**config.mk**
```make
export PLATFORM = sky130hd
export DESIGN_NAME = tdc_launch_ctrl
export DESIGN_NICKNAME = d
export VERILOG_FILES = /design/src/rtl/tdc_launch_ctrl.sv
export SDC_FILE = /design/constraint.sdc
export NUM_CORES = 1
export LEC_CHECK = 0
export BUFFER_PORTS_ARGS = -buffer_cell sky130_fd_sc_hd__clkbuf_2
export CAP_MARGIN = 10
export CORE_ASPECT_RATIO = 0.7
export CORE_MARGIN = 1.5
export CORE_UTILIZATION = 50
export DETAILED_ROUTE_END_ITERATION = 16
export PLACE_DENSITY = 0.73
export REMOVE_ABC_BUFFERS = 1
export SLEW_MARGIN = 20
export SYNTH_ARGS = -nofsm -noshare
export SYNTH_HDL_FRONTEND = slang
export SYNTH_SLANG_ARGS = --single-unit
```
**constraint.sdc**
```tcl
create_clock -name clk -period 2.07 [get_ports clk]
set_clock_uncertainty 0.2 [all_clocks]
set_input_delay 0.3105 -clock clk [delete_from_list [all_inputs] [get_ports clk]]
set_output_delay 0.3105 -clock clk [all_outputs]
set_load 0.1 [all_outputs]
```
**src/rtl/tdc_launch_ctrl.sv**
```systemverilog
// ---------------------------------------------------------------------------
// tdc_launch_ctrl
//
// Launch-side controller for the TDC delay line. A measurement launches an
// edge into the line, counts coarse clk cycles until a (synchronised) rising
// edge on stop_in, strobes the line's sample input, collects the fine count
// and presents {coarse, fine, timeout} on a valid/ready result port. After
// the result is taken, launch is held low for DRAIN_CYCLES so the line can
// clear before the next run is accepted.
//
// Ports:
//   clk, rst_n        clock, asynchronous active-low reset
//   start / ready     measurement request, accepted when start & ready
//   stop_in           asynchronous stop; rising edge ends the run
//   launch            edge driven into delay_line signal_in
//   sample            one-cycle strobe to delay_line sample
//   dl_fine/dl_valid  fine count and valid from the delay line
//   res_coarse, res_fine, res_timeout, res_valid / res_ready
//                     result port
//
// Optional build macro TDC_LAUNCH_STATS_EN adds the saturating 16-bit
// counters stat_meas (result handshakes) and stat_timeouts (handshakes of a
// timeout result).
// ---------------------------------------------------------------------------
module tdc_launch_ctrl #(
    parameter int COARSE_W     = 16,
    parameter int FINE_W       = 6,
    parameter int TIMEOUT      = 1000,
    parameter int SYNC_STAGES  = 2,
    parameter int FINE_WAIT    = 4,
    parameter int DRAIN_CYCLES = 8
) (
    input  logic                clk,
    input  logic                rst_n,
    input  logic                start,
    output logic                ready,
    input  logic                stop_in,
    output logic                launch,
    output logic                sample,
    input  logic [FINE_W-1:0]   dl_fine,
    input  logic                dl_valid,
    output logic [COARSE_W-1:0] res_coarse,
    output logic [FINE_W-1:0]   res_fine,
    output logic                res_timeout,
    output logic                res_valid,
    input  logic                res_ready
`ifdef TDC_LAUNCH_STATS_EN
    ,
    output logic [15:0]         stat_meas,
    output logic [15:0]         stat_timeouts
`endif
);

    // One small counter serves both the fine-wait and the drain phases.
    localparam int CNT_MAX = (FINE_WAIT > DRAIN_CYCLES) ? FINE_WAIT : DRAIN_CYCLES;
    localparam int CNT_W   = $clog2(CNT_MAX + 1);

    localparam logic [COARSE_W-1:0] TIMEOUT_C    = COARSE_W'(TIMEOUT);
    localparam logic [CNT_W-1:0]    FINE_LAST_C  = CNT_W'(FINE_WAIT - 1);
    localparam logic [CNT_W-1:0]    DRAIN_LAST_C = CNT_W'(DRAIN_CYCLES - 1);

    typedef enum logic [2:0] {
        S_IDLE,
        S_RUN,
        S_SAMPLE,
        S_WAIT_FINE,
        S_HOLD,
        S_DRAIN
    } state_t;

    state_t                state_q, state_d;
    logic [COARSE_W-1:0]   coarse_q, coarse_d;
    logic [CNT_W-1:0]      cnt_q, cnt_d;
    logic                  launch_q, launch_d;
    logic                  sample_q, sample_d;
    logic [COARSE_W-1:0]   res_coarse_q, res_coarse_d;
    logic [FINE_W-1:0]     res_fine_q, res_fine_d;
    logic                  res_timeout_q, res_timeout_d;
    logic                  res_valid_q, res_valid_d;

    logic [SYNC_STAGES-1:0] sync_q, sync_d;
    logic                   prev_q, prev_d;
    logic                   stop_edge;

    // Synchroniser and edge detector run in every state; the FSM only
    // looks at stop_edge while in RUN, so edges elsewhere are dropped.
    always_comb begin
        sync_d    = {sync_q[SYNC_STAGES-2:0], stop_in};
        prev_d    = sync_q[SYNC_STAGES-1];
        stop_edge = sync_q[SYNC_STAGES-1] & ~prev_q;
    end

    always_comb begin
        state_d       = state_q;
        coarse_d      = coarse_q;
        cnt_d         = cnt_q;
        launch_d      = launch_q;
        sample_d      = 1'b0;
        res_coarse_d  = res_coarse_q;
        res_fine_d    = res_fine_q;
        res_timeout_d = res_timeout_q;
        res_valid_d   = res_valid_q;

        case (state_q)
            S_IDLE: begin
                if (start) begin
                    launch_d      = 1'b1;
                    coarse_d      = '0;
                    res_timeout_d = 1'b0;
                    state_d       = S_RUN;
                end
            end
            S_RUN: begin
                // Stop takes priority over a simultaneous timeout.
                if (stop_edge) begin
                    sample_d = 1'b1;   // strobe is high for the SAMPLE cycle
                    state_d  = S_SAMPLE;
                end else if (coarse_q == TIMEOUT_C) begin
                    res_timeout_d = 1'b1;
                    res_fine_d    = '0;
                    res_coarse_d  = TIMEOUT_C;
                    launch_d      = 1'b0;
                    res_valid_d   = 1'b1;
                    state_d       = S_HOLD;
                end else begin
                    coarse_d = coarse_q + 1'b1;
                end
            end
            S_SAMPLE: begin
                cnt_d   = '0;
                state_d = S_WAIT_FINE;
            end
            S_WAIT_FINE: begin
                if (dl_valid) begin
                    res_fine_d   = dl_fine;
                    res_coarse_d = coarse_q;
                    launch_d     = 1'b0;
                    res_valid_d  = 1'b1;
                    state_d      = S_HOLD;
                end else if (cnt_q == FINE_LAST_C) begin
                    res_fine_d    = '0;
                    res_timeout_d = 1'b1;
                    res_coarse_d  = coarse_q;
                    launch_d      = 1'b0;
                    res_valid_d   = 1'b1;
                    state_d       = S_HOLD;
                end else begin
                    cnt_d = cnt_q + 1'b1;
                end
            end
            S_HOLD: begin
                if (res_ready) begin
                    res_valid_d = 1'b0;
                    cnt_d       = '0;
                    state_d     = S_DRAIN;
                end
            end
            S_DRAIN: begin
                if (cnt_q == DRAIN_LAST_C) begin
                    state_d = S_IDLE;
                end else begin
                    cnt_d = cnt_q + 1'b1;
                end
            end
            default: state_d = S_IDLE;
        endcase
    end

    always_ff @(posedge clk or negedge rst_n) begin
        if (!rst_n) begin
            state_q       <= S_IDLE;
            coarse_q      <= '0;
            cnt_q         <= '0;
            launch_q      <= 1'b0;
            sample_q      <= 1'b0;
            res_coarse_q  <= '0;
            res_fine_q    <= '0;
            res_timeout_q <= 1'b0;
            res_valid_q   <= 1'b0;
            sync_q        <= '0;
            prev_q        <= 1'b0;
        end else begin
            state_q       <= state_d;
            coarse_q      <= coarse_d;
            cnt_q         <= cnt_d;
            launch_q      <= launch_d;
            sample_q      <= sample_d;
            res_coarse_q  <= res_coarse_d;
            res_fine_q    <= res_fine_d;
            res_timeout_q <= res_timeout_d;
            res_valid_q   <= res_valid_d;
            sync_q        <= sync_d;
            prev_q        <= prev_d;
        end
    end

    assign ready       = (state_q == S_IDLE);
    assign launch      = launch_q;
    assign sample      = sample_q;
    assign res_coarse  = res_coarse_q;
    assign res_fine    = res_fine_q;
    assign res_timeout = res_timeout_q;
    assign res_valid   = res_valid_q;

`ifdef TDC_LAUNCH_STATS_EN
    logic [15:0] stat_meas_q, stat_meas_d;
    logic [15:0] stat_timeouts_q, stat_timeouts_d;

    always_comb begin
        stat_meas_d     = stat_meas_q;
        stat_timeouts_d = stat_timeouts_q;
        if (res_valid_q && res_ready) begin
            if (stat_meas_q != 16'hFFFF) begin
                stat_meas_d = stat_meas_q + 16'd1;
            end
            if (res_timeout_q && (stat_timeouts_q != 16'hFFFF)) begin
                stat_timeouts_d = stat_timeouts_q + 16'd1;
            end
        end
    end

    always_ff @(posedge clk or negedge rst_n) begin
        if (!rst_n) begin
            stat_meas_q     <= '0;
            stat_timeouts_q <= '0;
        end else begin
            stat_meas_q     <= stat_meas_d;
            stat_timeouts_q <= stat_timeouts_d;
        end
    end

    assign stat_meas     = stat_meas_q;
    assign stat_timeouts = stat_timeouts_q;
`endif

endmodule

```
; Yosys cells after proc, flatten, opt, wreduce, memory -nomap -nowiden
; Cells that the tools add are included.
; W data, S select, Z words.
[word_totals]
out_inout_bits = 27
reg_bits = 52
elab_cells = 92
input_bits = 12
[op_classes]
n_addsub = 2
eq_ne = 20
muxes = 44
reduce_logical = 13
n_bitwise = 2
[ops]
columns = operator, n
row1 = $mux W16, 7
row2 = $pmux W16 S2, 2
row3 = $mux W6, 4
row4 = $mux W3, 7
row5 = $ne A2 B2 Y1 const B, 10
row6 = $reduce_and A5 Y1, 4
row7 = $pmux W3 S6, 1
row8 = $add A16 B1 Y16 const B, 1
row9 = $eq A16 B10 Y1 const B, 1
row10 = $mux W4, 4
row11 = $pmux W4 S4, 1
row12 = $mux W1, 14
row13 = $pmux W6 S2, 1
row14 = $pmux W1 S3, 3
row15 = $reduce_and A4 Y1, 2
row16 = $eq A3 B2 Y1 const B, 2
row17 = $eq A3 B3 Y1 const B, 2
row18 = $ne A3 B3 Y1 const B, 2
row19 = $reduce_and A6 Y1, 1
row20 = $reduce_bool A3 Y1, 2
row21 = $add A4 B1 Y4 const B, 1
row22 = $eq A4 B2 Y1 const B, 1
row23 = $eq A4 B3 Y1 const B, 1
row24 = $reduce_bool A2 Y1, 2
row25 = other kinds (5), 5

; Depth between registers and ports, before layout
[depth]
word_depth = 4
ltp_mapped = 8
mapped_depth_nobuf = 7

; Worst setup path before layout
; No wires, ideal clock.
[synth_timing]
path_type = register -> register
start = register state_q[1]
end = register res_fine_q[4], in the netlist res_fine[4]
setup_ns = 0.122
path_buffers = 2
synth_period_minus_slack_ns = 3.167
required_ns = 1.748
stages_incl_launch_ff = 8
arrival_ns = 2.845
slack_ns = -1.097
path_cell_list = dfrtp_1 buf_6 nor3_2 nand2_1 nand2_1 nand4_1 buf_2 a22o_1
[synth_between]
elab_chain_cells = 3
elab_cells_between_ends = 8
cone_classes = eq/ne: 5 / mux: 1 / reduce/logical: 2
[synth_rtl]
columns = element, line_no
row1 = from (decl), 71  ; state_t state_q, state_d;
row2 = from (signal assigned), 183  ; state_q <= state_d;
row3 = $eq A3 B2 Y1 / $eq A3 B1 Y1 (equally long branches), 104  ; case (state_q)
row4 = "$ne A3 B3 Y1 (no line), or another cell as far along", -
row5 = $reduce_and A4 Y1 (no line), -
row6 = to (signal assigned), 189  ; res_fine_q <= res_fine_d;
row7 = to (decl), 77  ; logic [FINE_W-1:0] res_fine_q, res_fine_d;
; Several ways; a longest one is shown, not always the timed one.
; A chain may end at the register's enable or synchronous reset.

; Worst setup path in the final report
[layout_timing]
start = register coarse_q[0]
end = register res_valid_q, in the netlist res_valid
[layout_between]
elab_chain_cells = 3
[layout_rtl]
columns = element, line_no
row1 = from (decl), 72  ; logic [COARSE_W-1:0] coarse_q, coarse_d;
row2 = from (signal assigned), 184  ; coarse_q <= coarse_d;
row3 = $eq A16 B10 Y1, 118  ; end else if (coarse_q == TIMEOUT_C) begin
row4 = $ne A2 B2 Y1 (no line), -
row5 = $reduce_and A5 Y1 (no line), -
row6 = to (signal assigned), 191  ; res_valid_q <= res_valid_d;
row7 = to (decl), 79  ; logic res_valid_q, res_valid_d;
; No other way between the ends.

==> reports/results.tsv <==
metric	value	unit
clockRootBuffer	clkbuf_8	
diodes	0	
areaGrowthSynthToFinish	30.19	%
gr-usage-met2	32.89	%
slew_violations	0	
cp_slowest_cell	a2111o_1	
cp.required	2.08	ns
setup_slack	-0.03902	ns
placed_cell_area	2937	µm²
grt_overflow	0	
leakage	1.576	nW
rsz0062_at_grt	yes	
netlist_area	2457	µm²
p_seq_share	29.4	%
drt_wl_total	5.548	mm
hp-start	dl_fine[1]	
ys.flop_type	dfrtp_1	
r2r_cells	7	
yosysMostFrequentCell	dfrtp_1	
design_area	3199	µm²
cts_made_buffers	5	
dieArea	5351	µm²
hp-class	primary input to register	
synth_async_sr_flop_share	100.0	%
worst-setup-path-type	register to register	
grt_busiest_layer	met2	
path_cells	inv_2 > ha_4 > nor4b_4 > nand4_4 > nor2b_4 > a2111o_1 > a21o_1	
worstReg2RegEnd	res_valid	
combPwrFrac	53.6	%
switching_power	0.002358	W
max_slew.worst_pin.slew	0.6509	ns
tritoncts	yes	
cp.arrival	2.12	ns
nets	304	
end_kind	register	
power_switching_share	48.82	%
yosysUniqueCellTypes	58	
syn_avg_cell_area	11.43	µm²
max_cap_viol_count	0	
nFillCells	372	
antenna_found_initial	0	
dieHeight	61.66	µm
seq_area	1304	µm²
synth_top_area_share	52.95	%
period_share	101.9	%
use_met1	31.31	%
clkLatencyLatePin	0.31	ns
portBuffers	38	
whs_path_depth	2	
h-tree-depth	2	
min_period	2.109	ns
clk_path_buf_depth	2	
yosys.area.top_type	dfrtp_1	
r2r-start	coarse_q[0]	
first_iter_violations	78	
outcome	finished with violations	
grt_use_total	21.87	%
grt_max_degree	53	
utilization	67.27	%
drive_above_1_share	39.66	%
yosys_warnings	0	
ys_seq_area_share	52.95	%
max_freq	474.2	MHz
finalSetupViolations	2	
worst-path-max-fanout	5	
totalPowerFinal	0.004831	W
die_x	86.79	µm
start_util	51.67	%
synth_seq_cells	52	
slowest_delay	0.43	ns
ant_nets	0	
core_area	4756	µm²
use_met3	5.496	%
ys_top_cells_by_area	dfrtp_1 53%, a22o_1 4.6%, xor2_1 3.2%	
p_per_area	1510	nW/µm²
violations	negative setup slack	
power.internal	0.002472	W
post_drt_via_cell_ratio	5.426	
routabilityCongestion	0.8236	
num_rows	21	
dr.pass1.iters	4	
num_vias	1948	
hold_viol	0	
r2r_slack	-0.04	ns
slew_headroom	56.61	%
cts_sinks	52	
detail_route.wl_per_cell	15.45	µm
syn_inst	215	
synth-edff-count	0	
synthTopCellsByCount	52 x dfrtp_1, 17 x nand2_1, 17 x nor2_1, 13 x a22o_1, 10 x nand3_1	
p_clk_share	17.1	%
ir_drop	1433	µV
path_clk_slew	0.09	ns
grt_pass1_vias	1810	
grt_pass1_wl	8.694	mm
multi_input_area	1137	µm²
min_to	res_fine[1]	
route.detailed.drc	0	
hpwl	3.636	mm
start_kind	register	
boundaryPins	39	
==> logic make-up after synthesis <==
| group | Yosys count | share of synthesized area, % |
|---|---|---|
| buf+inv | 14 | 2.952 |
| xor+xnor | 12 | 4.277 |
| fa+ha+maj | 3 | 1.528 |
| simple gates | 84 | 21.08 |
| flops | 52 | 52.95 |
| mux | 3 | 1.273 |
| compound gates | 47 | 15.94 |
==> power by group through the flow <==
stage	registers [W]	logic [W]	clock network (W)
2_1_floorplan	0.00240	0.000785	0
5_1_grt	0.00144	0.00274	0.000878
4_1_cts	0.00140	0.00247	0.000837
3_3_place_gp	0.00141	0.00241	0
3_5_place_dp	0.00142	0.00244	0
6_report	0.00142	0.00259	0.000825
==> cell usage in the layout (no fill, tap or decap), drive strengths merged, types with 3 or more instances in the layout <==
cell    instances
nor2           17
o21ai          11
and2b           3
and4            4
clkbuf         42
a22o           14
a21o            3
ha              3
xnor2           3
nand3          10
o22a            6
nand2          17
inv             5
nor3b           3
nand4           4
nor3            5
dfrtp          52
and3            3
buf            38
xor2            9
o31ai           3
and2            3
==> registers in the layout, indices dropped and copies added, names as in the netlist, 2 cells and up <==
register / cells
coarse_q: 16
cnt_q: 4
state_q: 3
res_fine: 6
res_coarse: 16
sync_q: 2
==> worst max-delay path by stage <==
stage,start,endpoint,slack [ns],depth (start not counted)
final,coarse_q[0],res_valid,-0.04,7
after detailed placement,cnt_q[0],state_q[0],-0.07,6
after global routing,coarse_q[0],res_valid,-0.14,7
after CTS,cnt_q[0],state_q[0],-0.04,6
after global placement,coarse_q[1],res_valid,0.002,7
after floorplan,state_q[0],res_fine[0],-1.18,5
==> metal layers <==
metal,share of wire (%),up-vias
met4,1.1,0
met3,5.9,7
met5,0,-
met2,44,60
met1,49,953
li1,-,928
==> timing repair <==
item                                    4_1_cts  5_1_grt
hold buffers                                  2        0
resized for setup                             4       14
setup buffers                                 4        2
pin swaps                                     5        7
endpoints found under the setup margin       15       28
hold endpoints to repair                     53        0
==> final cells by class <==
| type | count | area share, % |
|---|---|---|
| timing repair buffer | 77 | 16.23 |
| sequential | 52 | 40.75 |
| tap | 69 | 2.698 |
| clock inverter | 3 | 2.151 |
| clock buffer | 5 | 2.151 |
| inverter | 4 | 0.4693 |
| multi-input combinational | 149 | 35.55 |
==> critical path, delay by kind of cell (launching register included) <==
| family | cells | cell delay [ns] |
|---|---|---|
| simple gates | 3 | 0.60 |
| compound gates | 2 | 0.60 |
| flops | 1 | 0.40 |
| fa+ha+maj | 1 | 0.12 |
| buf+inv | 1 | 0.08 |
==> through the flow <==
stage | hold WS, ns | instances | setup WS [ns] | setup TNS [ns]
detailed placement | 0.1428 | 343 | -0.07221 | -0.5094
global placement | 0.1382 | 343 | 0.001819 | 0
CTS | 0.01145 | 357 | -0.03693 | -0.03693
global route | 0.01119 | 359 | -0.1355 | -0.4449
floorplan | -0.1851 | 205 | -1.180 | -33.73
finish | 0.01284 | 359 | -0.03902 | -0.04604
Power figures use the tool's default switching activity.
